`config.mk`:
```
export PLATFORM = sky130hd
export DESIGN_NAME = axi_window_bridge
export DESIGN_NICKNAME = d
export VERILOG_FILES = /design/src/rtl/axi_window_bridge.sv
export SDC_FILE = /design/constraint.sdc
export NUM_CORES = 1
export LEC_CHECK = 0
export ABC_AREA = 1
export CAP_MARGIN = 25
export CORE_AREA = 2 2 223 225
export DETAILED_ROUTE_END_ITERATION = 16
export DIE_AREA = 0 0 225 227
export GPL_TIMING_DRIVEN = 0
export SYNTH_ARGS = -nofsm -noshare
export SYNTH_HDL_FRONTEND = slang
export SYNTH_SLANG_ARGS = --single-unit
```
`constraint.sdc`:
```
create_clock -name clk -period 4.1 [get_ports clk]
set_clock_uncertainty 0.2 [all_clocks]
set_input_delay 1.025 -clock clk [delete_from_list [all_inputs] [get_ports clk]]
set_output_delay 1.025 -clock clk [all_outputs]
set_load 0.01 [all_outputs]
```
`src/rtl/axi_window_bridge.sv`:
```
// AXI4 window bridge: forwards in-window bursts to the SoC RAM bus with address
// truncation and ID zero-extension; answers out-of-window bursts locally with DECERR.
module axi_window_bridge #(
   parameter int                  S_ID_W          = 4,
   parameter int                  M_ID_W          = 6,
   parameter int                  S_ADDR_W        = 32,
   parameter int                  M_ADDR_W        = 30,
   parameter int                  DATA_W          = 64,
   parameter logic [S_ADDR_W-1:0] BASE            = 32'h8000_0000,
   parameter int                  MAX_OUTSTANDING = 8
) (
   input  logic                  clk,
   input  logic                  rst,
   // slave AW
   input  logic                  s_awvalid,
   output logic                  s_awready,
   input  logic [S_ADDR_W-1:0]   s_awaddr,
   input  logic [S_ID_W-1:0]     s_awid,
   input  logic [7:0]            s_awlen,
   input  logic [2:0]            s_awsize,
   input  logic [1:0]            s_awburst,
   input  logic                  s_awlock,
   input  logic [3:0]            s_awcache,
   input  logic [2:0]            s_awprot,
   input  logic [3:0]            s_awqos,
   // slave AR
   input  logic                  s_arvalid,
   output logic                  s_arready,
   input  logic [S_ADDR_W-1:0]   s_araddr,
   input  logic [S_ID_W-1:0]     s_arid,
   input  logic [7:0]            s_arlen,
   input  logic [2:0]            s_arsize,
   input  logic [1:0]            s_arburst,
   input  logic                  s_arlock,
   input  logic [3:0]            s_arcache,
   input  logic [2:0]            s_arprot,
   input  logic [3:0]            s_arqos,
   // slave W
   input  logic                  s_wvalid,
   output logic                  s_wready,
   input  logic [DATA_W-1:0]     s_wdata,
   input  logic [DATA_W/8-1:0]   s_wstrb,
   input  logic                  s_wlast,
   // slave B
   output logic                  s_bvalid,
   input  logic                  s_bready,
   output logic [S_ID_W-1:0]     s_bid,
   output logic [1:0]            s_bresp,
   // slave R
   output logic                  s_rvalid,
   input  logic                  s_rready,
   output logic [S_ID_W-1:0]     s_rid,
   output logic [DATA_W-1:0]     s_rdata,
   output logic [1:0]            s_rresp,
   output logic                  s_rlast,
   // master AW
   output logic                  m_awvalid,
   input  logic                  m_awready,
   output logic [M_ADDR_W-1:0]   m_awaddr,
   output logic [M_ID_W-1:0]     m_awid,
   output logic [7:0]            m_awlen,
   output logic [2:0]            m_awsize,
   output logic [1:0]            m_awburst,
   output logic                  m_awlock,
   output logic [3:0]            m_awcache,
   output logic [2:0]            m_awprot,
   output logic [3:0]            m_awqos,
   // master AR
   output logic                  m_arvalid,
   input  logic                  m_arready,
   output logic [M_ADDR_W-1:0]   m_araddr,
   output logic [M_ID_W-1:0]     m_arid,
   output logic [7:0]            m_arlen,
   output logic [2:0]            m_arsize,
   output logic [1:0]            m_arburst,
   output logic                  m_arlock,
   output logic [3:0]            m_arcache,
   output logic [2:0]            m_arprot,
   output logic [3:0]            m_arqos,
   // master W
   output logic                  m_wvalid,
   input  logic                  m_wready,
   output logic [DATA_W-1:0]     m_wdata,
   output logic [DATA_W/8-1:0]   m_wstrb,
   output logic                  m_wlast,
   // master B
   input  logic                  m_bvalid,
   output logic                  m_bready,
   input  logic [M_ID_W-1:0]     m_bid,
   input  logic [1:0]            m_bresp,
   // master R
   input  logic                  m_rvalid,
   output logic                  m_rready,
   input  logic [M_ID_W-1:0]     m_rid,
   input  logic [DATA_W-1:0]     m_rdata,
   input  logic [1:0]            m_rresp,
   input  logic                  m_rlast
);

   localparam int             CW    = $clog2(MAX_OUTSTANDING + 1);
   localparam logic [CW-1:0]  MAX_C = CW'(MAX_OUTSTANDING);

   typedef enum logic [1:0] {R_FWD, R_DRAIN, R_ERR}          r_state_t;
   typedef enum logic [1:0] {W_FWD, W_DRAIN, W_SINK, W_RESP} w_state_t;

   r_state_t             r_state_q, r_state_d;
   w_state_t             w_state_q, w_state_d;
   logic [CW-1:0]        rd_cnt_q, rd_cnt_d;
   logic [CW-1:0]        wr_cnt_q, wr_cnt_d;
   logic [CW-1:0]        w_pend_q, w_pend_d;
   logic [S_ID_W-1:0]    r_id_q, r_id_d;
   logic [7:0]           r_len_q, r_len_d;
   logic [7:0]           r_beat_q, r_beat_d;
   logic [S_ID_W-1:0]    w_id_q, w_id_d;

   logic ar_in_win, aw_in_win;
   logic r_last_beat, w_open, local_b;

   assign ar_in_win = (s_araddr[S_ADDR_W-1:M_ADDR_W] == BASE[S_ADDR_W-1:M_ADDR_W]);
   assign aw_in_win = (s_awaddr[S_ADDR_W-1:M_ADDR_W] == BASE[S_ADDR_W-1:M_ADDR_W]);

   // Address-channel payload mirrors the slave side unconditionally; only valid is gated.
   assign m_araddr  = s_araddr[M_ADDR_W-1:0];
   assign m_arid    = M_ID_W'(s_arid);
   assign m_arlen   = s_arlen;
   assign m_arsize  = s_arsize;
   assign m_arburst = s_arburst;
   assign m_arlock  = s_arlock;
   assign m_arcache = s_arcache;
   assign m_arprot  = s_arprot;
   assign m_arqos   = s_arqos;

   assign m_awaddr  = s_awaddr[M_ADDR_W-1:0];
   assign m_awid    = M_ID_W'(s_awid);
   assign m_awlen   = s_awlen;
   assign m_awsize  = s_awsize;
   assign m_awburst = s_awburst;
   assign m_awlock  = s_awlock;
   assign m_awcache = s_awcache;
   assign m_awprot  = s_awprot;
   assign m_awqos   = s_awqos;

   assign m_wdata   = s_wdata;
   assign m_wstrb   = s_wstrb;
   assign m_wlast   = s_wlast;

   assign r_last_beat = (r_beat_q == r_len_q);
   assign w_open      = (w_pend_q != '0);

   // ---------------- read path ----------------
   always_comb begin
      r_state_d = r_state_q;
      r_id_d    = r_id_q;
      r_len_d   = r_len_q;
      r_beat_d  = r_beat_q;
      m_arvalid = 1'b0;
      s_arready = 1'b0;
      s_rvalid  = m_rvalid;
      s_rid     = m_rid[S_ID_W-1:0];
      s_rdata   = m_rdata;
      s_rresp   = m_rresp;
      s_rlast   = m_rlast;
      m_rready  = s_rready;
      case (r_state_q)
         R_FWD: begin
            if (ar_in_win) begin
               m_arvalid = s_arvalid && (rd_cnt_q < MAX_C);
               s_arready = m_arready && (rd_cnt_q < MAX_C);
            end else begin
               s_arready = 1'b1;
               if (s_arvalid) begin
                  r_id_d    = s_arid;
                  r_len_d   = s_arlen;
                  r_beat_d  = '0;
                  r_state_d = R_DRAIN;
               end
            end
         end
         R_DRAIN: if (rd_cnt_q == '0) r_state_d = R_ERR;
         R_ERR: begin
            s_rvalid = 1'b1;
            s_rid    = r_id_q;
            s_rdata  = '0;
            s_rresp  = 2'b11;
            s_rlast  = r_last_beat;
            m_rready = 1'b0;
            if (s_rready) begin
               r_beat_d = r_beat_q + 8'd1;
               if (r_last_beat) r_state_d = R_FWD;
            end
         end
         default: r_state_d = R_FWD;
      endcase
      if (rst) begin
         m_arvalid = 1'b0;
         s_arready = 1'b0;
         s_rvalid  = 1'b0;
         m_rready  = 1'b0;
      end
   end

   always_comb begin
      rd_cnt_d = rd_cnt_q + CW'(m_arvalid && m_arready)
                          - CW'(m_rvalid && m_rready && m_rlast);
   end

   // ---------------- write path ----------------
   always_comb begin
      w_state_d = w_state_q;
      w_id_d    = w_id_q;
      m_awvalid = 1'b0;
      s_awready = 1'b0;
      m_wvalid  = 1'b0;
      s_wready  = 1'b0;
      local_b   = 1'b0;
      case (w_state_q)
         W_FWD: begin
            if (aw_in_win) begin
               m_awvalid = s_awvalid && (wr_cnt_q < MAX_C);
               s_awready = m_awready && (wr_cnt_q < MAX_C);
            end else begin
               s_awready = 1'b1;
               if (s_awvalid) begin
                  w_id_d    = s_awid;
                  w_state_d = W_DRAIN;
               end
            end
         end
         W_DRAIN: if (!w_open) w_state_d = W_SINK;
         W_SINK: begin
            s_wready = 1'b1;
            if (s_wvalid && s_wlast) w_state_d = W_RESP;
         end
         W_RESP: begin
            if (wr_cnt_q == '0) begin
               local_b = 1'b1;
               if (s_bready) w_state_d = W_FWD;
            end
         end
         default: w_state_d = W_FWD;
      endcase
      // W data is only routed to the master once its AW has gone out.
      if (w_state_q == W_FWD || w_state_q == W_DRAIN) begin
         m_wvalid = s_wvalid && w_open;
         s_wready = m_wready && w_open;
      end
      if (local_b) begin
         s_bvalid = 1'b1;
         s_bid    = w_id_q;
         s_bresp  = 2'b11;
         m_bready = 1'b0;
      end else begin
         s_bvalid = m_bvalid;
         s_bid    = m_bid[S_ID_W-1:0];
         s_bresp  = m_bresp;
         m_bready = s_bready;
      end
      if (rst) begin
         m_awvalid = 1'b0;
         s_awready = 1'b0;
         m_wvalid  = 1'b0;
         s_wready  = 1'b0;
         s_bvalid  = 1'b0;
         m_bready  = 1'b0;
      end
   end

   always_comb begin
      wr_cnt_d = wr_cnt_q + CW'(m_awvalid && m_awready) - CW'(m_bvalid && m_bready);
      w_pend_d = w_pend_q + CW'(m_awvalid && m_awready)
                          - CW'(m_wvalid && m_wready && s_wlast);
   end

   always_ff @(posedge clk or posedge rst) begin
      if (rst) begin
         r_state_q <= R_FWD;
         w_state_q <= W_FWD;
         rd_cnt_q  <= '0;
         wr_cnt_q  <= '0;
         w_pend_q  <= '0;
         r_id_q    <= '0;
         r_len_q   <= '0;
         r_beat_q  <= '0;
         w_id_q    <= '0;
      end else begin
         r_state_q <= r_state_d;
         w_state_q <= w_state_d;
         rd_cnt_q  <= rd_cnt_d;
         wr_cnt_q  <= wr_cnt_d;
         w_pend_q  <= w_pend_d;
         r_id_q    <= r_id_d;
         r_len_q   <= r_len_d;
         r_beat_q  <= r_beat_d;
         w_id_q    <= w_id_d;
      end
   end

endmodule

```
Yosys cells after proc, flatten, opt, wreduce, memory -nomap -nowiden
Index checks and enable logic that the tools add are counted.
W data, S select, Z words.
{"block": "classes", "add_sub_neg": 7, "mul": 0, "n_div": 0, "n_lt_le_gt_ge": 2, "n_eq_ne": 19, "shifts": 0, "n_mux": 50, "bitwise": 2, "n_reduce_logical": 26}
{"cell": "$mux W64", "count": 1}
{"cell": "$mux W1", "count": 28}
{"cell": "$mux W2", "count": 13}
{"cell": "$mux W8", "count": 3}
{"cell": "$ne A2 B2 Y1 const B", "count": 11}
{"cell": "$pmux W8 S2", "count": 1}
{"cell": "$logic_and A1 B1 Y1", "count": 14}
{"cell": "$add A4 B1 Y4", "count": 3}
{"cell": "$sub A4 B1 Y4", "count": 3}
{"cell": "$eq A2 B2 Y1 const B", "count": 5}
{"cell": "$add A8 B1 Y8 const B", "count": 1}
{"cell": "$eq A8 B8 Y1", "count": 1}
{"cell": "$logic_not A4 Y1", "count": 2}
{"cell": "$lt A4 B4 Y1 const B", "count": 2}
{"cell": "$mux W4", "count": 2}
{"cell": "$pmux W2 S4", "count": 1}
{"cell": "$pmux W2 S3", "count": 1}
{"cell": "$reduce_and A3 Y1", "count": 2}
{"cell": "$reduce_and A6 Y1", "count": 1}
{"cell": "$reduce_and A5 Y1", "count": 1}
{"cell": "$eq A2 B1 Y1 const B", "count": 2}
{"cell": "$logic_not A2 Y1", "count": 2}
{"cell": "$reduce_and A4 Y1", "count": 1}
{"cell": "$reduce_bool A4 Y1", "count": 1}
{"cell": "other kinds (3)", "count": 4}
{"block": "totals", "ff_bits": 40, "latch_bits": 0, "ram_bits": 0, "mem_bits_ro": 0, "in_bits": 288, "out_inout_bits": 282, "memories": 0}

Depth between registers and ports, before layout
Gate-level depths: netlist of the first run.
{"block": "depth", "word_depth": 8, "ltp_mapped": 13, "depth_no_buf": 13}

Worst setup path before layout of the first run
Ideal clock, no wire load.
{"block": "synth_path", "path_type": "input to register", "startpoint": "input rst", "endpoint": "register wr_cnt_q[2]", "setup_ns": 0.123, "t_arrival_ns": 3.575, "t_required_ns": 3.777, "slack_ns": 0.202, "cell_stages": 10, "n_path_buf": 0, "path_cell_list": "inv_1 -> nand3_1 -> nor3_1 -> nand2_1 -> ha_1 -> inv_1 -> ha_1 -> inv_1 -> fa_1 -> xnor2_1"}
{"block": "synth_via", "elab_chain_len": 4, "elab_cells_between_ends": 6}
{"item": "from (decl)", "line": "13", "rtl": "input logic rst,"}
{"item": "$mux W1", "line": "258", "rtl": "if (rst) begin"}
{"item": "net m_awvalid", "line": "57", "rtl": "output logic m_awvalid,"}
{"item": "$logic_and A1 B1 Y1", "line": "269", "rtl": "wr_cnt_d = wr_cnt_q + CW'(m_awvalid && m_awready) - CW'(m_bvalid && m_bready);"}
{"item": "$add A4 B1 Y4", "line": "269"}
{"item": "$sub A4 B1 Y4", "line": "269"}
{"item": "net wr_cnt_d[2]", "line": "109", "rtl": "logic [CW-1:0] wr_cnt_q, wr_cnt_d;"}
{"item": "to (signal assigned)", "line": "289", "rtl": "wr_cnt_q <= wr_cnt_d;"}
{"item": "to (decl)", "line": "109"}
The timed path passes the listed nets, and every way through them passes these cells.
A chain may end at the register's enable or synchronous reset.

Worst setup path after layout of the first run
{"block": "layout_path", "startpoint": "input rst", "endpoint": "output m_awvalid"}
{"block": "layout_via", "elab_chain_len": 1}
{"item": "$mux W1", "line": "258"}
{"item": "to (decl)", "line": "57"}
No other way between the ends.

==> results of run 1 <==
==> per-stage QoR <==
| stage | hold WS, ns | cell area [um2] |
|---|---|---|
| final | 0.273 | 9410 |
| after detailed placement | 0.259 | 9240 |
| after global placement | 0.257 | 9220 |
| after floorplan | 0.242 | 4570 |
| after CTS | 0.274 | 9390 |
| after global routing | 0.304 | 9400 |
==> power by group <==
group / total (W) / switching, W / internal [W]
Clock: 0.000394 / 0.000151 / 0.000243
Sequential: 0.000699 / 0.000124 / 0.000574
Combinational: 0.00251 / 0.00131 / 0.00121
==> worst register-to-register path: stages (launching register included) <==
cell and delay, ns:
dfrtp_1 0.45, inv_1 0.14, ha_1 0.24, nand3_1 0.10
nor3_1 0.24, nand2_1 0.15, ha_1 0.31, inv_1 0.05
ha_1 0.15, inv_1 0.06, fa_1 0.37, xnor2_1 0.14
==> synthesized netlist by cell type (3+ instances only) <==
master	n	area, um2
nand3_1	35	175
xnor2_1	9	78.8
a21oi_1	8	40.0
buf_1	7	26.3
or2_2	3	18.8
o21ai_0	12	60.1
fa_1	3	60.1
inv_1	118	443
nand2_1	108	405
mux2_2	3	33.8
dfrtp_1	40	1000
buf_2	3	15.0
buf_4	196	1470
nor2_1	83	312
ha_1	21	263
==> cells in the final DEF, fill, tap and decap left out, types with 9 or more instances in the layout <==
cell and instances:
inv_1 117, o21ai_0 12, nor2_1 83, nand2_1 108
ha_1 21, dfrtp_1 40, nand3_1 35, xnor2_1 9
buf_4 197, clkdlybuf4s50_1 386
==> worst paths after layout <==
| kind | startpoint | end | slack, ns | depth (start not counted) |
|---|---|---|---|---|
| hold reg to reg | r_id_q[1]$_DFFE_PP0P_ | r_id_q[1]$_DFFE_PP0P_ | 0.27 | 2 |
| max in group asynchronous | rst | wr_cnt_q[3]$_DFF_PP0_ | 2.61 | 3 |
| setup reg to reg | w_state_q[1]$_DFFE_PP0P_ | wr_cnt_q[2]$_DFF_PP0_ | 1.38 | 11 |
| setup / recovery | rst | m_awvalid | 0.18 | 6 |
| min in group asynchronous | rst | w_id_q[3]$_DFFE_PP0P_ | 0.83 | 3 |
| hold / removal | r_id_q[1]$_DFFE_PP0P_ | r_id_q[1]$_DFFE_PP0P_ | 0.27 | 2 |
==> kinds of logic (layout without fill, tap and decap cells) <==
family	Yosys count	in the layout	share of synthesized area (%)
adders and majority gates	24	24	7.09
and+or+nand+nor	241	241	21.9
muxes	3	3	0.742
buffers and inverters	328	725	43.3
other	1	12	0.0823
xor gates and xnor gates	10	10	1.92
AOI/OAI and AO/OA	25	25	2.99
DFF	40	40	22.0
==> state kept, by name, indices dropped and copies added, names as in the netlist <==
name / cells
r_beat_q: 8
r_state_q: 2
r_id_q: 4
w_state_q: 2
rd_cnt_q: 4
r_len_q: 8
wr_cnt_q: 4
w_id_q: 4
w_pend_q: 4
==> routing by layer <==
metal | vias up | GRT usage, % | wire (um)
li1 | 2598 | - | -
met1 | 2417 | 13.3 | 11900
met2 | 331 | 18.0 | 14800
met3 | 40 | 5.74 | 4300
met4 | 18 | 4.55 | 824
met5 | - | 0 | 116
==> layout make-up <==
type | count | area share, %
timing repair buffer | 389 | 41.4
clock buffer | 8 | 1.56
antenna | 8 | 0.213
inverter | 120 | 4.79
tap | 622 | 8.27
sequential | 40 | 10.6
buffer | 208 | 16.2
multi-input combinational | 307 | 17.0
==> what timing repair did <==
item	4_1_cts	5_1_grt
setup buffers	1	0
endpoints found under the setup margin	3	0
gates resized for setup	1	0
==> reports/results.ini, run 1 <==
[outcome]
status = finished, final reports clean

[setup_path]
cp_top_family = buffers and inverters
worst_path_largest_cell_delay_ns = 0.60
path_cells = dlygate4sd2_1, inv_2, buf_12, nand3_1, nor3_1, clkdlybuf4s50_1
cp_max_fo = 39
cp.arrival_ns = 2.69
crit_required_ns = 2.87
crit_slowest_cell = clkdlybuf4s50_1
worst-path-buf-inv = 4
cp-start-kind = primary input
end_kind = output port
setup.worst_path.class = in -> out

[routing]
drt-initial-drc-count = 281
vias = 5404
routedWlPerCell_um = 18.8
drt-pass1-iter-count = 4
drc_errors = 0
wl_um = 32000
via_per_inst = 3.18
antenna_left = 0

[pwr]
power_density_mw_per_mm2 = 383
leakagePower_nw = 4.45
peakVddDrop_v = 0.000237
finalPower_w = 0.00361

[floorplanning]
coreArea_mm2 = 0.0485
die_h_um = 227
start_util_pct = 9.38
rows = 81
die-width_um = 225
fp.dieArea_mm2 = 0.0511
io_pins = 570

[timing]
finalSetupViolCount = 0
worstMarginPinSlew_ns = 0.635
setup_slack_ns = 0.181
rsz0062_at_grt = no
drv_slew = 0
finalSetupTns_ns = 0
hold_violations = 0
period_share_pct = 95.6
slew-limit-headroom_pct = 57.7
fin_crit_ns = 3.92
clock.fmax_mhz = 255

[hold_path]
holdCritPathClass = reg -> reg

[cells_and_area]
register_area_mm2 = 0.00100
multiInputGateArea_mm2 = 0.00160
finalNetCount = 1383
final_util_pct = 19.4
instances_no_fill = 1702
n_fill_cell = 5404
drive_gt1_share_pct = 20.5
synthToLayoutAreaGrowth_pct = 107

[placed_design]
dpl.cell_count = 1685
routabilityCongestion = 0.782
dp_slack_ns = -0.184
dp_hpwl_um = 29300
port_buffers = 387

[clock_network]
holdBufCountCts = 0
clkSlewWorstSetupHoldPaths_ns = 0.06
clock_latency_ns = 0.28
clock_sinks = 40
clockBufferDepth = 2
clock_tree.root_cell = clkbuf_16
numCtsBuffers = 5
cts_tree = yes
htree_levels = 2

[global_route]
antenna_found_initial = 23
grt_use_total_pct = 11.5
grt_pass1_wl_um = 39600
grt_overflow_total = 0
first_global_vias = 5069
grt_start_max_net_pins = 40

[synthesis]
synth_top_flop_cell = dfrtp_1
netlist_area_mm2 = 0.00456
synth_cell_types = 31
synth-warning-count = 0
synth_edf_count = 0
synth.yosys.seq_area_share_pct = 22.0
synthCells = 672
yosys_register_bits = 40
async_flop_share_pct = 100
avgSynthCellArea_um2 = 6.78

[run]
cap_violations = 0

(Power assumes the default switching activity.)
==> inputs of run 2 (changes only) <==
GPL_ROUTABILITY_DRIVEN = 0   (was unset)
SLEW_MARGIN = 0   (was unset)
==> results of run 2 <==
Same layout as run 1: the final DEF is identical, and so are final timing and power.
